$ cat config.mk
export PLATFORM = sky130hd
export DESIGN_NAME = fp_div
export DESIGN_NICKNAME = d
export VERILOG_FILES = /design/src/rtl/fp_div.sv
export SDC_FILE = /design/constraint.sdc
export NUM_CORES = 1
export LEC_CHECK = 0
export ABC_AREA = 1
export ABC_CLOCK_PERIOD_IN_PS = 7000
export CORE_ASPECT_RATIO = 1.5
export CORE_UTILIZATION = 60
export CTS_BUF_LIST = sky130_fd_sc_hd__clkbuf_4 sky130_fd_sc_hd__clkbuf_8
export DETAILED_ROUTE_END_ITERATION = 10
export GPL_ROUTABILITY_DRIVEN = 0
export PLACE_DENSITY = 0.81
export REMOVE_ABC_BUFFERS = 1
export SKIP_CTS_REPAIR_TIMING = 1
export SYNTH_ARGS = -nofsm -noshare
export SYNTH_HDL_FRONTEND = slang
export SYNTH_SLANG_ARGS = --single-unit
$ cat constraint.sdc
create_clock -name clk -period 7 [get_ports clk]
set_input_delay 0.7 -clock clk [delete_from_list [all_inputs] [get_ports clk]]
set_output_delay 0.7 -clock clk [all_outputs]
set_load 0.1 [all_outputs]
$ cat src/rtl/fp_div.sv
// Signed fixed-point divider: Dout = (Din0 << FRACTIONAL_BITS) / Din1, truncated toward zero,
// via sequential unsigned restoring division on magnitudes, with saturation and divide-by-zero flag.
module fp_div #(
    parameter int FRACTIONAL_BITS = 24,
    parameter int DATA_WIDTH      = 32,
    parameter int INTEGER_BITS    = DATA_WIDTH - FRACTIONAL_BITS
) (
    input  logic                  clk,
    input  logic                  reset_n,
    input  logic                  start,
    input  logic [DATA_WIDTH-1:0] Din0,
    input  logic [DATA_WIDTH-1:0] Din1,
    output logic                  ready,
    output logic                  done,
    output logic [DATA_WIDTH-1:0] Dout,
    output logic                  div_by_zero
);

    localparam int DW = DATA_WIDTH;
    localparam int FB = FRACTIONAL_BITS;
    // INTEGER_BITS is informational; it does not change the datapath.
    localparam int N  = DW + FB + (0 * INTEGER_BITS);
    localparam int CW = $clog2(N + 1);

    localparam logic [1:0] IDLE = 2'd0;
    localparam logic [1:0] CALC = 2'd1;
    localparam logic [1:0] DONE = 2'd2;

    localparam logic [DW-1:0] MAX_POS = {1'b0, {(DW-1){1'b1}}};
    localparam logic [DW-1:0] MAX_NEG = {1'b1, {(DW-1){1'b0}}};
    localparam logic [N-1:0]  POS_LIM = {{(N-DW+1){1'b0}}, {(DW-1){1'b1}}};
    localparam logic [N-1:0]  NEG_LIM = {{(N-DW){1'b0}}, 1'b1, {(DW-1){1'b0}}};

    logic [1:0]    state_r;
    logic [CW-1:0] cnt_r;
    logic [DW-1:0] a_r;
    logic [DW-1:0] b_r;
    logic [N-1:0]  dvd_r;
    logic [DW-1:0] dsr_r;
    logic [DW-1:0] rem_r;
    logic          ready_r;
    logic          done_r;
    logic [DW-1:0] dout_r;
    logic          dbz_r;

    logic [DW-1:0] mag_a_s;
    logic [DW-1:0] mag_b_s;
    logic [DW:0]   trial_s;
    logic [DW-1:0] diff_s;
    logic          fits_s;
    logic [DW-1:0] rem_next_s;
    logic [N-1:0]  q_final_s;
    logic          neg_s;
    logic          dz_s;
    logic [DW-1:0] res_s;

    // Operand magnitudes; unsigned DW bits hold 2^(DW-1) for the most-negative value.
    always_comb begin
        mag_a_s = a_r;
        mag_b_s = b_r;
        if (a_r[DW-1]) begin
            mag_a_s = {DW{1'b0}} - a_r;
        end else begin
            mag_a_s = a_r;
        end
        if (b_r[DW-1]) begin
            mag_b_s = {DW{1'b0}} - b_r;
        end else begin
            mag_b_s = b_r;
        end
    end

    // One restoring-division step; a fitting difference is below the divisor, so DW bits suffice.
    always_comb begin
        trial_s    = {rem_r, dvd_r[N-1]};
        fits_s     = (trial_s >= {1'b0, dsr_r});
        diff_s     = trial_s[DW-1:0] - dsr_r;
        rem_next_s = trial_s[DW-1:0];
        if (fits_s) begin
            rem_next_s = diff_s;
        end else begin
            rem_next_s = trial_s[DW-1:0];
        end
        q_final_s = {dvd_r[N-2:0], fits_s};
    end

    // Sign application, saturation and divide-by-zero substitution of the final quotient.
    always_comb begin
        neg_s = a_r[DW-1] ^ b_r[DW-1];
        dz_s  = (b_r == {DW{1'b0}});
        res_s = {DW{1'b0}};
        if (dz_s) begin
            res_s = a_r[DW-1] ? MAX_NEG : MAX_POS;
        end else if (neg_s) begin
            if (q_final_s > NEG_LIM) begin
                res_s = MAX_NEG;
            end else begin
                res_s = {DW{1'b0}} - q_final_s[DW-1:0];
            end
        end else begin
            if (q_final_s > POS_LIM) begin
                res_s = MAX_POS;
            end else begin
                res_s = q_final_s[DW-1:0];
            end
        end
    end

    // Control FSM and datapath: capture, one prep cycle, N division steps, one done cycle.
    always_ff @(posedge clk or negedge reset_n) begin
        if (!reset_n) begin
            state_r <= IDLE;
            cnt_r   <= {CW{1'b0}};
            a_r     <= {DW{1'b0}};
            b_r     <= {DW{1'b0}};
            dvd_r   <= {N{1'b0}};
            dsr_r   <= {DW{1'b0}};
            rem_r   <= {DW{1'b0}};
            ready_r <= 1'b1;
            done_r  <= 1'b0;
            dout_r  <= {DW{1'b0}};
            dbz_r   <= 1'b0;
        end else begin
            case (state_r)
                IDLE: begin
                    done_r <= 1'b0;
                    if (start) begin
                        a_r     <= Din0;
                        b_r     <= Din1;
                        cnt_r   <= {CW{1'b0}};
                        ready_r <= 1'b0;
                        state_r <= CALC;
                    end else begin
                        ready_r <= 1'b1;
                    end
                end
                CALC: begin
                    cnt_r <= cnt_r + {{(CW-1){1'b0}}, 1'b1};
                    if (cnt_r == {CW{1'b0}}) begin
                        dvd_r <= {mag_a_s, {FB{1'b0}}};
                        dsr_r <= mag_b_s;
                        rem_r <= {DW{1'b0}};
                    end else begin
                        rem_r <= rem_next_s;
                        dvd_r <= q_final_s;
                        if (cnt_r == CW'(N)) begin
                            dout_r  <= res_s;
                            dbz_r   <= dz_s;
                            done_r  <= 1'b1;
                            state_r <= DONE;
                        end else begin
                            state_r <= CALC;
                        end
                    end
                end
                DONE: begin
                    done_r  <= 1'b0;
                    ready_r <= 1'b1;
                    state_r <= IDLE;
                end
                default: begin
                    done_r  <= 1'b0;
                    ready_r <= 1'b1;
                    state_r <= IDLE;
                end
            endcase
        end
    end

    assign ready       = ready_r;
    assign done        = done_r;
    assign Dout        = dout_r;
    assign div_by_zero = dbz_r;

endmodule

# After elaboration in Yosys (flattened, before gate mapping)
# Index checks and enable logic that the tools add are counted.
# word_totals
reg_bits	227
inputBits	67
elab_cells	57
# op_classes
n_reduce_logical	10
bitwise	2
n_lt_le_gt_ge	3
n_addsub	5
mux	21
eq_ne	5
# ops
cell	count
two-way mux 32 bit	9
subtractor 1 x 32 -> 32 bit (first input constant)	3
greater-than comparator 56 x 31 -> 1 bit (second input constant)	1
greater-than comparator 56 x 32 -> 1 bit (second input constant)	1
two-way mux 56 bit	1
greater-or-equal comparator 33 x 32 -> 1 bit	1
logical NOT 32 bit	1
subtractor 32 bit	1
case mux 6 bit (2 select lines)	1
AND reduction 2 bit	5
adder 6 x 1 -> 6 bit (second input constant)	1
equality test 6 bit (second input constant)	1
logical NOT 6 bit	1
two-way mux 2 bit	3
two-way mux 6 bit	1
inequality test 2 bit (second input constant)	3
two-way mux 1 bit	4
case mux 2 bit (2 select lines)	1
AND reduction 3 bit	1
equality test 2 x 1 -> 1 bit (second input constant)	1
logical NOT 2 bit	1
case mux 1 bit (2 select lines)	1
nonzero test 2 bit	1
NOT 1 bit	1
XOR 1 bit	1

# Logic depth before layout (Yosys ltp)
# Gate-level depths: netlist of the first run.
# depth
word_depth	5
depth_mapped	28
mapped_depth_nobuf	26

# Least setup slack after synthesis of the first run
# Ideal clock, no wire load.
# synth_timing
path_kind	register to register
startpoint	reg dsr_r[8]
endpoint	reg dout_r[25], in the netlist Dout[25]
path_stages_with_launch	27
n_path_buf	2
t_arrival_ns	3.080
path_slack_ns	3.842
path_cell_list	dfrtp_1 > inv_1 > ha_1 > nand2_1 > inv_1 > a21oi_2 > nand3_2 > nand2_1 > nand2_2 > nand2_4 > nand2_8 > inv_4 > buf_6 > ha_1 > nand2_2 > nor2_4 > nand4_2 > nor3_2 > nand4_1 > nand2_2 > nand2_4 > inv_4 > buf_6 > nand3_1 > nand2_1 > nand2_1 > a21oi_1
# synth_between
elab_chain_cells	5
word_cells_on_any_way	8
classes_between	1 x add/sub; 3 x order compare; 4 x mux
# synth_rtl
element	line	text
start, declared	39	logic [DW-1:0] dsr_r;
start signal, assigned	117	dsr_r <= {DW{1'b0}};
start signal, assigned	141	dsr_r <= mag_b_s;
greater-or-equal comparator 33 x 32 -> 1 bit (*)	76	fits_s = (trial_s >= {1'b0, dsr_r});
greater-than comparator 56 x 31 -> 1 bit, or another cell as far along	101	if (q_final_s > POS_LIM) begin
two-way mux 32 bit, on equally long branches	101, 95	
two-way mux 32 bit (*)	94	end else if (neg_s) begin
two-way mux 32 bit (*)	92	if (dz_s) begin
end signal, assigned	121	dout_r <= {DW{1'b0}};
end signal, assigned	147	dout_r <= res_s;
end, declared	43	logic [DW-1:0] dout_r;
# Every way passes the cells marked *; elsewhere a longest branch is shown, timed or not.
# A chain may end at the register's enable or synchronous reset.

# Final worst setup path of the first run
# layout_timing
startpoint	reg dsr_r[27]
endpoint	reg dout_r[3], in the netlist Dout[3]
# Same word-level chain as after synthesis.

==> results of run 1 <==
==> routing by layer <==
metal,up-vias,wire [µm],GRT usage (%)
met4,0,1418,16.04
met3,118,1502,3.919
met1,5962,13610,34.47
met2,409,17960,55.06
li1,6188,-,-
met5,-,0,0
==> worst max path at each step <==
stage / startpoint / end / slack [ns] / cells after the start
finish: dsr_r[27] / Dout[3] / 2.84 / 24
global route: rem_r[27] / Dout[3] / 2.54 / 21
CTS: dsr_r[27] / Dout[17] / 2.89 / 24
detailed placement: rem_r[26] / Dout[17] / 2.94 / 23
global placement: rem_r[27] / Dout[25] / 3.11 / 21
floorplan: state_r[0] / Dout[0] / 1.16 / 7
==> metrics by stage <==
step	hold WS (ns)	area, µm²	worst slack [ns]	cells
finish	0.1811	15710	2.839	2214
CTS	0.2512	15710	2.887	2214
floorplan	0.4044	13430	1.164	1761
global route	0.2609	15710	2.543	2214
global placement	0.4630	14900	3.113	2150
detailed placement	0.4711	14900	2.941	2150
==> kinds of logic after synthesis <==
| group | share of synthesized area (%) |
|---|---|
| AOI/OAI and AO/OA | 16.79 |
| xor gates and xnor gates | 4.715 |
| adders and majority gates | 3.514 |
| buffers and inverters | 8.511 |
| DFF | 41.33 |
| and+or+nand+nor | 25.13 |
==> Yosys cell counts, types with 10 or more instances <==
cell      instances  area (µm²)
nand2_1         443        1663
dfrtp_1         226        5655
inv_1           217       814.5
nor2_1          167       626.9
o21ai_0         162       810.8
a21oi_1          84       420.4
nand3_1          73       365.4
xor2_1           59       516.8
clkbuf_1         52       195.2
o21ai_1          52       260.3
ha_1             37       462.9
o22ai_1          35       219.0
nand4_1          26       162.7
o221ai_1         26       227.7
nor3_1           20       100.1
xnor2_1          15       131.4
buf_2            10       50.05
==> critical path, delay by kind of cell, from the launching register on <==
kind	cells	cell delay, ns
flip-flops	1	0.33
AND/OR/NAND/NOR	15	2.03
adder cells (fa/ha/maj)	2	0.61
buffers and inverters	4	0.60
AO/OA/AOI/OAI	3	0.47
==> registers in the layout (all words and copies together), names as in the netlist <==
register     count
dvd_r           56
state_r          2
rem_r           32
b_r             32
done             1
dsr_r           32
div_by_zero      1
Dout            32
cnt_r            6
a_r             32
ready            1
==> area by class of cell <==
type	instances	area, µm²
Multi-Input combinational cell	1307	6913
Clock buffer	55	732.0
Inverter	227	857.1
Sequential cell	227	5682
Timing Repair Buffer	113	1106
Tap cell	276	345.3
Fill cell	1828	6673
Clock inverter	9	75.07
==> impl_metrics.env, run 1 <==
export IMPL_dr_total_vias=12680
export IMPL_min_period_over_period_pct=59.45
export IMPL_reg2reg_slack_ns=2.84
export IMPL_grt_usage_pct=30.36
export IMPL_worstPathCellList="inv_1, ha_1, nand2_2, inv_2, nand2_1, nand2_1, a21oi_1, nand2_1, nor2_8, nand2_8, inv_4, ha_1, nand2_2, nor2_4, nand4_2, nor3_2, nand4_1, nand2_2, nand2_4, inv_4, nand2_1, o21ai_1, nand2_1, a21oi_1"
export IMPL_grt_pass1_wl_um=58320
export IMPL_die_y_um=187.4
export IMPL_maxCapViolCount=0
export IMPL_io_pins=102
export IMPL_cts_buffers=36
export IMPL_drtPass1Iterations=8
export IMPL_die_area_um2=23530
export IMPL_min_path_type="in -> async"
export IMPL_slew_headroom_pct=26.52
export IMPL_rsz0062_at_grt="false"
export IMPL_critPathLaunchType="register"
export IMPL_finalHoldViolCount=0
export IMPL_drive_gt1_share_pct=7.327
export IMPL_cts_buffer_depth=3
export IMPL_syn_area_per_cell_um2=7.503
export IMPL_ant_nets=0
export IMPL_cts_sinks=227
export IMPL_fp_row_count=67
export IMPL_ys_types=58
export IMPL_synth_edf_count=0
export IMPL_r2r_start="dsr_r[27]"
export IMPL_drc=7
export IMPL_routedWlPerCell_um=15.58
export IMPL_status="complete, but fails checks"
export IMPL_cp_data_arrival_time_ns=4.63
export IMPL_cts_clk_slew_worst_paths_ns=0.07
export IMPL_antennaDiodeCount=0
export IMPL_synthArstFlopShare_pct=100.0
export IMPL_core_um2=22380
export IMPL_cpPeakStageDelay_ns=0.37
export IMPL_worstMarginPinSlew_ns=1.100
export IMPL_htreeDepth=2
export IMPL_path_class="reg -> reg"
export IMPL_layout_commonest_cell="nand2_1"
export IMPL_gr_total_overflow=0
export IMPL_portBuffers=101
export IMPL_ys_seq_area_share_pct=41.33
export IMPL_setup_viol=0
export IMPL_die_x_um=125.6
export IMPL_initial_core_util_pct=61.41
export IMPL_synthCells=1832
export IMPL_worst_path_most_repeated_cell="nand2_1"
export IMPL_layout_common_cells="nand2_1, dfrtp_1, inv_1"
export IMPL_syn_to_final_growth_pct=14.29
export IMPL_clock_latency_ns=0.56
export IMPL_clock_skew_ns=0.02537
export IMPL_r2r_cells=24
export IMPL_synth_seq_cells=227
export IMPL_drt_first_iter_violations=821
export IMPL_final_nets=2017
export IMPL_violations="DRC"
export IMPL_yosys_most_used_dff="dfrtp_1"
export IMPL_cp_end_kind="register"
export IMPL_finalSetupTns_ns=0
export IMPL_utilization_pct=70.19
export IMPL_cp_required_ns=7.47
export IMPL_cts_tree="built"
export IMPL_grt_pass1_vias=12690
export IMPL_drt_wl_total_um=34490
export IMPL_min_period_ns=4.161
export IMPL_syn_area_um2=13750
export IMPL_yosysWarnings=0
export IMPL_slowest_stage="ha_1"
export IMPL_antenna_found_initial=0
export IMPL_worstPathMaxFanout=45
export IMPL_fmax_mhz=240.3
export IMPL_dp_hpwl_um=24240
export IMPL_rr_endpoint="Dout[3]"
export IMPL_grt_max_degree=118
export IMPL_vias_per_cell=5.726
export IMPL_slew_violations=0
export IMPL_cts_root_buf="clkbuf_8"
Power of run 1 is not shown: default switching activity piles up to over one toggle a cycle in this logic, so the estimate is an artifact.
==> inputs of run 2 (changes only) <==
Settings changed: ABC_CLOCK_PERIOD_IN_PS 7000 to 3500, CORE_UTILIZATION 60 to 55, PLACE_DENSITY 0.81 to 0.79.
Clock period 7 ns to 3.5 ns, I/O delays scaled along.
==> impl_metrics.env, run 2 (synthesized netlist as in run 1, its figures left out) <==
export IMPL_cts_sinks=227
export IMPL_vias_per_cell=5.716
export IMPL_clock_skew_ns=0.02761
export IMPL_worstMarginPinSlew_ns=0.9907
export IMPL_path_class="reg -> reg"
export IMPL_worstPathMaxFanout=4
export IMPL_gr_total_overflow=0
export IMPL_slowest_stage="dfrtp_1"
export IMPL_cpPeakStageDelay_ns=0.38
export IMPL_cp_end_kind="register"
export IMPL_worst_path_most_repeated_cell="nand2_1"
export IMPL_dp_hpwl_um=24690
export IMPL_maxCapViolCount=0
export IMPL_syn_to_final_growth_pct=18.77
export IMPL_ant_nets=0
export IMPL_min_path_type="in -> reg"
export IMPL_fillers=2038
export IMPL_drt_wl_total_um=36280
export IMPL_cts_buffer_depth=3
export IMPL_status="finished clean"
export IMPL_grt_usage_pct=28.79
export IMPL_io_pins=102
export IMPL_cts_buffers=36
export IMPL_seqCellArea_um2=5682
export IMPL_clock_latency_ns=0.53
export IMPL_cp_required_ns=3.95
export IMPL_drtPass1Iterations=8
export IMPL_final_nets=2037
export IMPL_layout_common_cells="nand2_1, dfrtp_1, inv_1"
export IMPL_antenna_found_initial=0
export IMPL_cts_root_buf="clkbuf_8"
export IMPL_drive_gt1_share_pct=11.04
export IMPL_drc=0
export IMPL_drt_first_iter_violations=880
export IMPL_multiInputGateArea_um2=7277
export IMPL_fmax_mhz=299.3
export IMPL_largest_register_ffs=56
export IMPL_registers_top_by_ff_count="dvd_r"
export IMPL_cp_top_family="simple AND/OR/NAND/NOR gates"
export IMPL_htreeDepth=2
export IMPL_antennaDiodeCount=0
export IMPL_portBuffers=101
export IMPL_cp_data_arrival_time_ns=3.79
export IMPL_utilization_pct=66.81
export IMPL_slew_violations=0
export IMPL_layout_commonest_cell="nand2_1"
export IMPL_core_um2=24440
export IMPL_cts_tree="built"
export IMPL_die_area_um2=25640
export IMPL_dr_total_vias=13030
export IMPL_min_period_over_period_pct=95.47
export IMPL_min_period_ns=3.341
export IMPL_slew_headroom_pct=33.95
export IMPL_worstPathBufferInverterCount=3
export IMPL_grt_pass1_vias=12590
export IMPL_die_x_um=131.1
export IMPL_grt_pass1_wl_um=59120
export IMPL_initial_core_util_pct=56.25
export IMPL_cts_clk_slew_worst_paths_ns=0.06
export IMPL_die_y_um=195.6
export IMPL_finalHoldViolCount=0
export IMPL_fp_row_count=70
export IMPL_routedWlPerCell_um=15.91
export IMPL_setup_viol=0
export IMPL_grt_max_degree=118
export IMPL_critPathLaunchType="register"
==> run 2: cell types whose count changed in the layout (fill, tap and decap cells not counted), sizes merged <==
cell         delta
buf            +19
clkbuf          +5
clkinv          -4
clkinvlp        -2
dlygate4sd3     +1
inv             -1
==> run 2: path summary, 6_finish.rpt <==
path	from	slack [ns]	to	depth (start not counted)
min reg2reg	dsr_r[7]	0.48	dsr_r[7]	2
max in group asynchronous	reset_n	2.14	dvd_r[38]	3
min in group asynchronous	reset_n	0.45	Dout[5]	2
min	Din1[3]	0.35	b_r[3]	3
max reg2reg	dsr_r[4]	0.16	Dout[30]	25
max	dsr_r[4]	0.16	Dout[30]	25
==> run 2: metrics by stage <==
stage          instance area, µm²  cells  hold WS [ns]  TNS (ns)  setup WS (ns)
3_5_place_dp                15100   2210        0.4733         0         0.1271
4_1_cts                     15890   2272      -0.04581         0        0.09509
5_1_grt                     16330   2280        0.3512   -0.1214       -0.09151
3_3_place_gp                15100   2210        0.4657         0         0.2167
6_report                    16330   2280        0.3517         0         0.1587
2_1_floorplan               13430   1761       0.05441   -263.72         -2.336
==> run 2: layer usage <==
metal | up-vias | share of wire, % | global-route usage, %
met5 | - | 0 | 0
met4 | 0 | 4.5 | 15.50
met3 | 125 | 5.0 | 3.562
met2 | 500 | 52 | 50.09
met1 | 6171 | 39 | 33.97
li1 | 6237 | - | -
==> run 2: layout make-up <==
cell class | count | share of cell area (%)
Multi-Input combinational cell | 1307 | 44.57
Sequential cell | 227 | 34.80
Timing Repair Buffer | 133 | 8.017
Inverter | 227 | 5.311
Clock buffer | 60 | 4.598
Tap cell | 324 | 2.483
Clock inverter | 2 | 0.2146
==> run 2: tightest hold or removal path: cells and delay by family <==
kind	cells	cell delay, ns
buffers and inverters	1	0.39
and+or+nand+nor	2	0.10
Power of run 2 is left out for the same reason.
==> inputs of run 3 (changes only) <==
Settings changed: ABC_CLOCK_PERIOD_IN_PS 3500 to 3950, CAP_MARGIN set to 20, CORE_UTILIZATION 55 to 60, PLACE_DENSITY 0.79 to 0.81.
Clock period 3.5 ns to 3.95 ns, I/O delays scaled along.
==> impl_metrics.env, run 3 (synthesized netlist as in run 1, its figures left out) <==
export IMPL_drt_first_iter_violations=997
export IMPL_registers_top_by_ff_count="dvd_r"
export IMPL_violations="DRC, hold timing"
export IMPL_path_class="reg -> reg"
export IMPL_vias_per_cell=5.735
export IMPL_worstMarginPinSlew_ns=1.002
export IMPL_cts_buffer_depth=3
export IMPL_fp_row_count=67
export IMPL_clock_skew_ns=0.02386
export IMPL_status="complete, but fails checks"
export IMPL_drive_gt1_share_pct=7.661
export IMPL_slew_violations=0
export IMPL_pre_cts_ws_ns=0.4081
export IMPL_initial_core_util_pct=61.41
export IMPL_die_x_um=125.6
export IMPL_antenna_found_initial=0
export IMPL_cts_root_buf="clkbuf_8"
export IMPL_worstPathMaxFanout=16
export IMPL_min_path_type="in -> async"
export IMPL_largest_register_ffs=56
export IMPL_cp_data_arrival_time_ns=4.12
export IMPL_die_area_um2=23530
export IMPL_portBuffers=101
export IMPL_cts_clk_slew_worst_paths_ns=0.07
export IMPL_io_pins=102
export IMPL_met3_usage_pct=3.461
export IMPL_min_period_ns=3.658
export IMPL_routedWlPerCell_um=15.61
export IMPL_layout_commonest_cell="nand2_1"
export IMPL_drc=7
export IMPL_clock_latency_ns=0.55
export IMPL_core_um2=22380
export IMPL_grt_usage_pct=30.66
export IMPL_placed_area_um2=14980
export IMPL_layout_common_cells="nand2_1, dfrtp_1, inv_1"
export IMPL_die_y_um=187.4
export IMPL_drtPass1Iterations=8
export IMPL_maxCapViolCount=0
export IMPL_cts_sinks=227
export IMPL_design_area_um2=15770
export IMPL_setup_ws_ns=0.2918
export IMPL_slew_headroom_pct=32.98
export IMPL_ant_nets=0
export IMPL_met1_usage_pct=35.25
export IMPL_cts_tree="built"
export IMPL_grt_max_degree=111
export IMPL_fmax_mhz=273.4
export IMPL_cp_required_ns=4.41
export IMPL_setup_viol=0
export IMPL_syn_to_final_growth_pct=14.70
export IMPL_use_met2_pct=55.51
export IMPL_final_nets=2024
export IMPL_antennaDiodeCount=0
export IMPL_grt_pass1_wl_um=59310
export IMPL_cts_buffers=36
export IMPL_fillers=1833
export IMPL_rsz0062_at_grt="false"
export IMPL_hold_ws_ns=-0.04258
export IMPL_htreeDepth=2
export IMPL_gr_total_overflow=0
export IMPL_dp_hpwl_um=24620
export IMPL_min_period_over_period_pct=92.61
export IMPL_grt_busiest_layer="met2"
export IMPL_finalHoldViolCount=108
export IMPL_utilization_pct=70.44
export IMPL_critPathLaunchType="register"
export IMPL_dr_total_vias=12740
export IMPL_cp_end_kind="register"
export IMPL_drt_wl_total_um=34680
export IMPL_grt_pass1_vias=12860
==> run 3: changes by cell type in the layout (fill, tap and decap cells not counted), sizes merged <==
cell	delta
buf	-12
clkbuf	-4
clkinv	+2
clkinvlp	+1
dlygate4sd3	-1
inv	+3
==> run 3: path summary, 6_finish.rpt <==
check	start	to	slack, ns	depth (start not counted)
max	dsr_r[4]	Dout[13]	0.29	26
min	reset_n	Dout[2]	-0.04	1
max reg2reg	dsr_r[4]	Dout[13]	0.29	26
min reg2reg	dsr_r[3]	dsr_r[3]	0.48	2
max in group asynchronous	reset_n	ready	3.14	2
min in group clk	Din0[9]	a_r[9]	0.38	3
==> run 3: metrics by stage <==
stage / TNS, ns / instances / hold WS, ns
after floorplan: -193.46 / 1761 / 0.09941
after global placement: 0 / 2157 / 0.4651
after detailed placement: 0 / 2157 / 0.4690
after CTS: 0 / 2221 / -0.03284
after global routing: 0 / 2221 / 0.01801
final: 0 / 2221 / -0.04258
==> run 3: area by class of cell <==
class	count	area, µm²	share of cell area (%)
clock inverter	8	77.57	0.4920
tap	276	345.3	2.190
inverter	227	857.1	5.436
timing repair buffer	120	1184	7.507
clock buffer	56	708.2	4.492
multi-input combinational	1307	6913	43.85
sequential	227	5682	36.04
==> run 3: metal layers <==
layer	wire [µm]	part of all wire, %	vias up
met2	18180	52	416
met5	0	0	-
met4	1411	4.1	0
met3	1469	4.2	113
met1	13620	39	6004
li1	-	-	6205
==> run 3: critical path: stages, from the launching register on <==
cell and delay [ns]:
dfrtp_1 0.36, inv_1 0.05, ha_1 0.35, nand2_1 0.14, inv_1 0.08, nand2_1 0.08
nand2_1 0.06, nand2_1 0.07, nand3_2 0.10, nand2_1 0.09, nand2_2 0.11, nand2_4 0.19
nand2_8 0.07, inv_4 0.05, ha_1 0.16, nand2_2 0.11, nor2_4 0.11, nand4_2 0.11
nor3_2 0.27, nand4_1 0.15, nand2_2 0.11, nand2_4 0.14, inv_4 0.21, nand2_1 0.08
o21ai_1 0.13, nand2_1 0.07, a21oi_1 0.12
Power of run 3 is left out for the same reason.
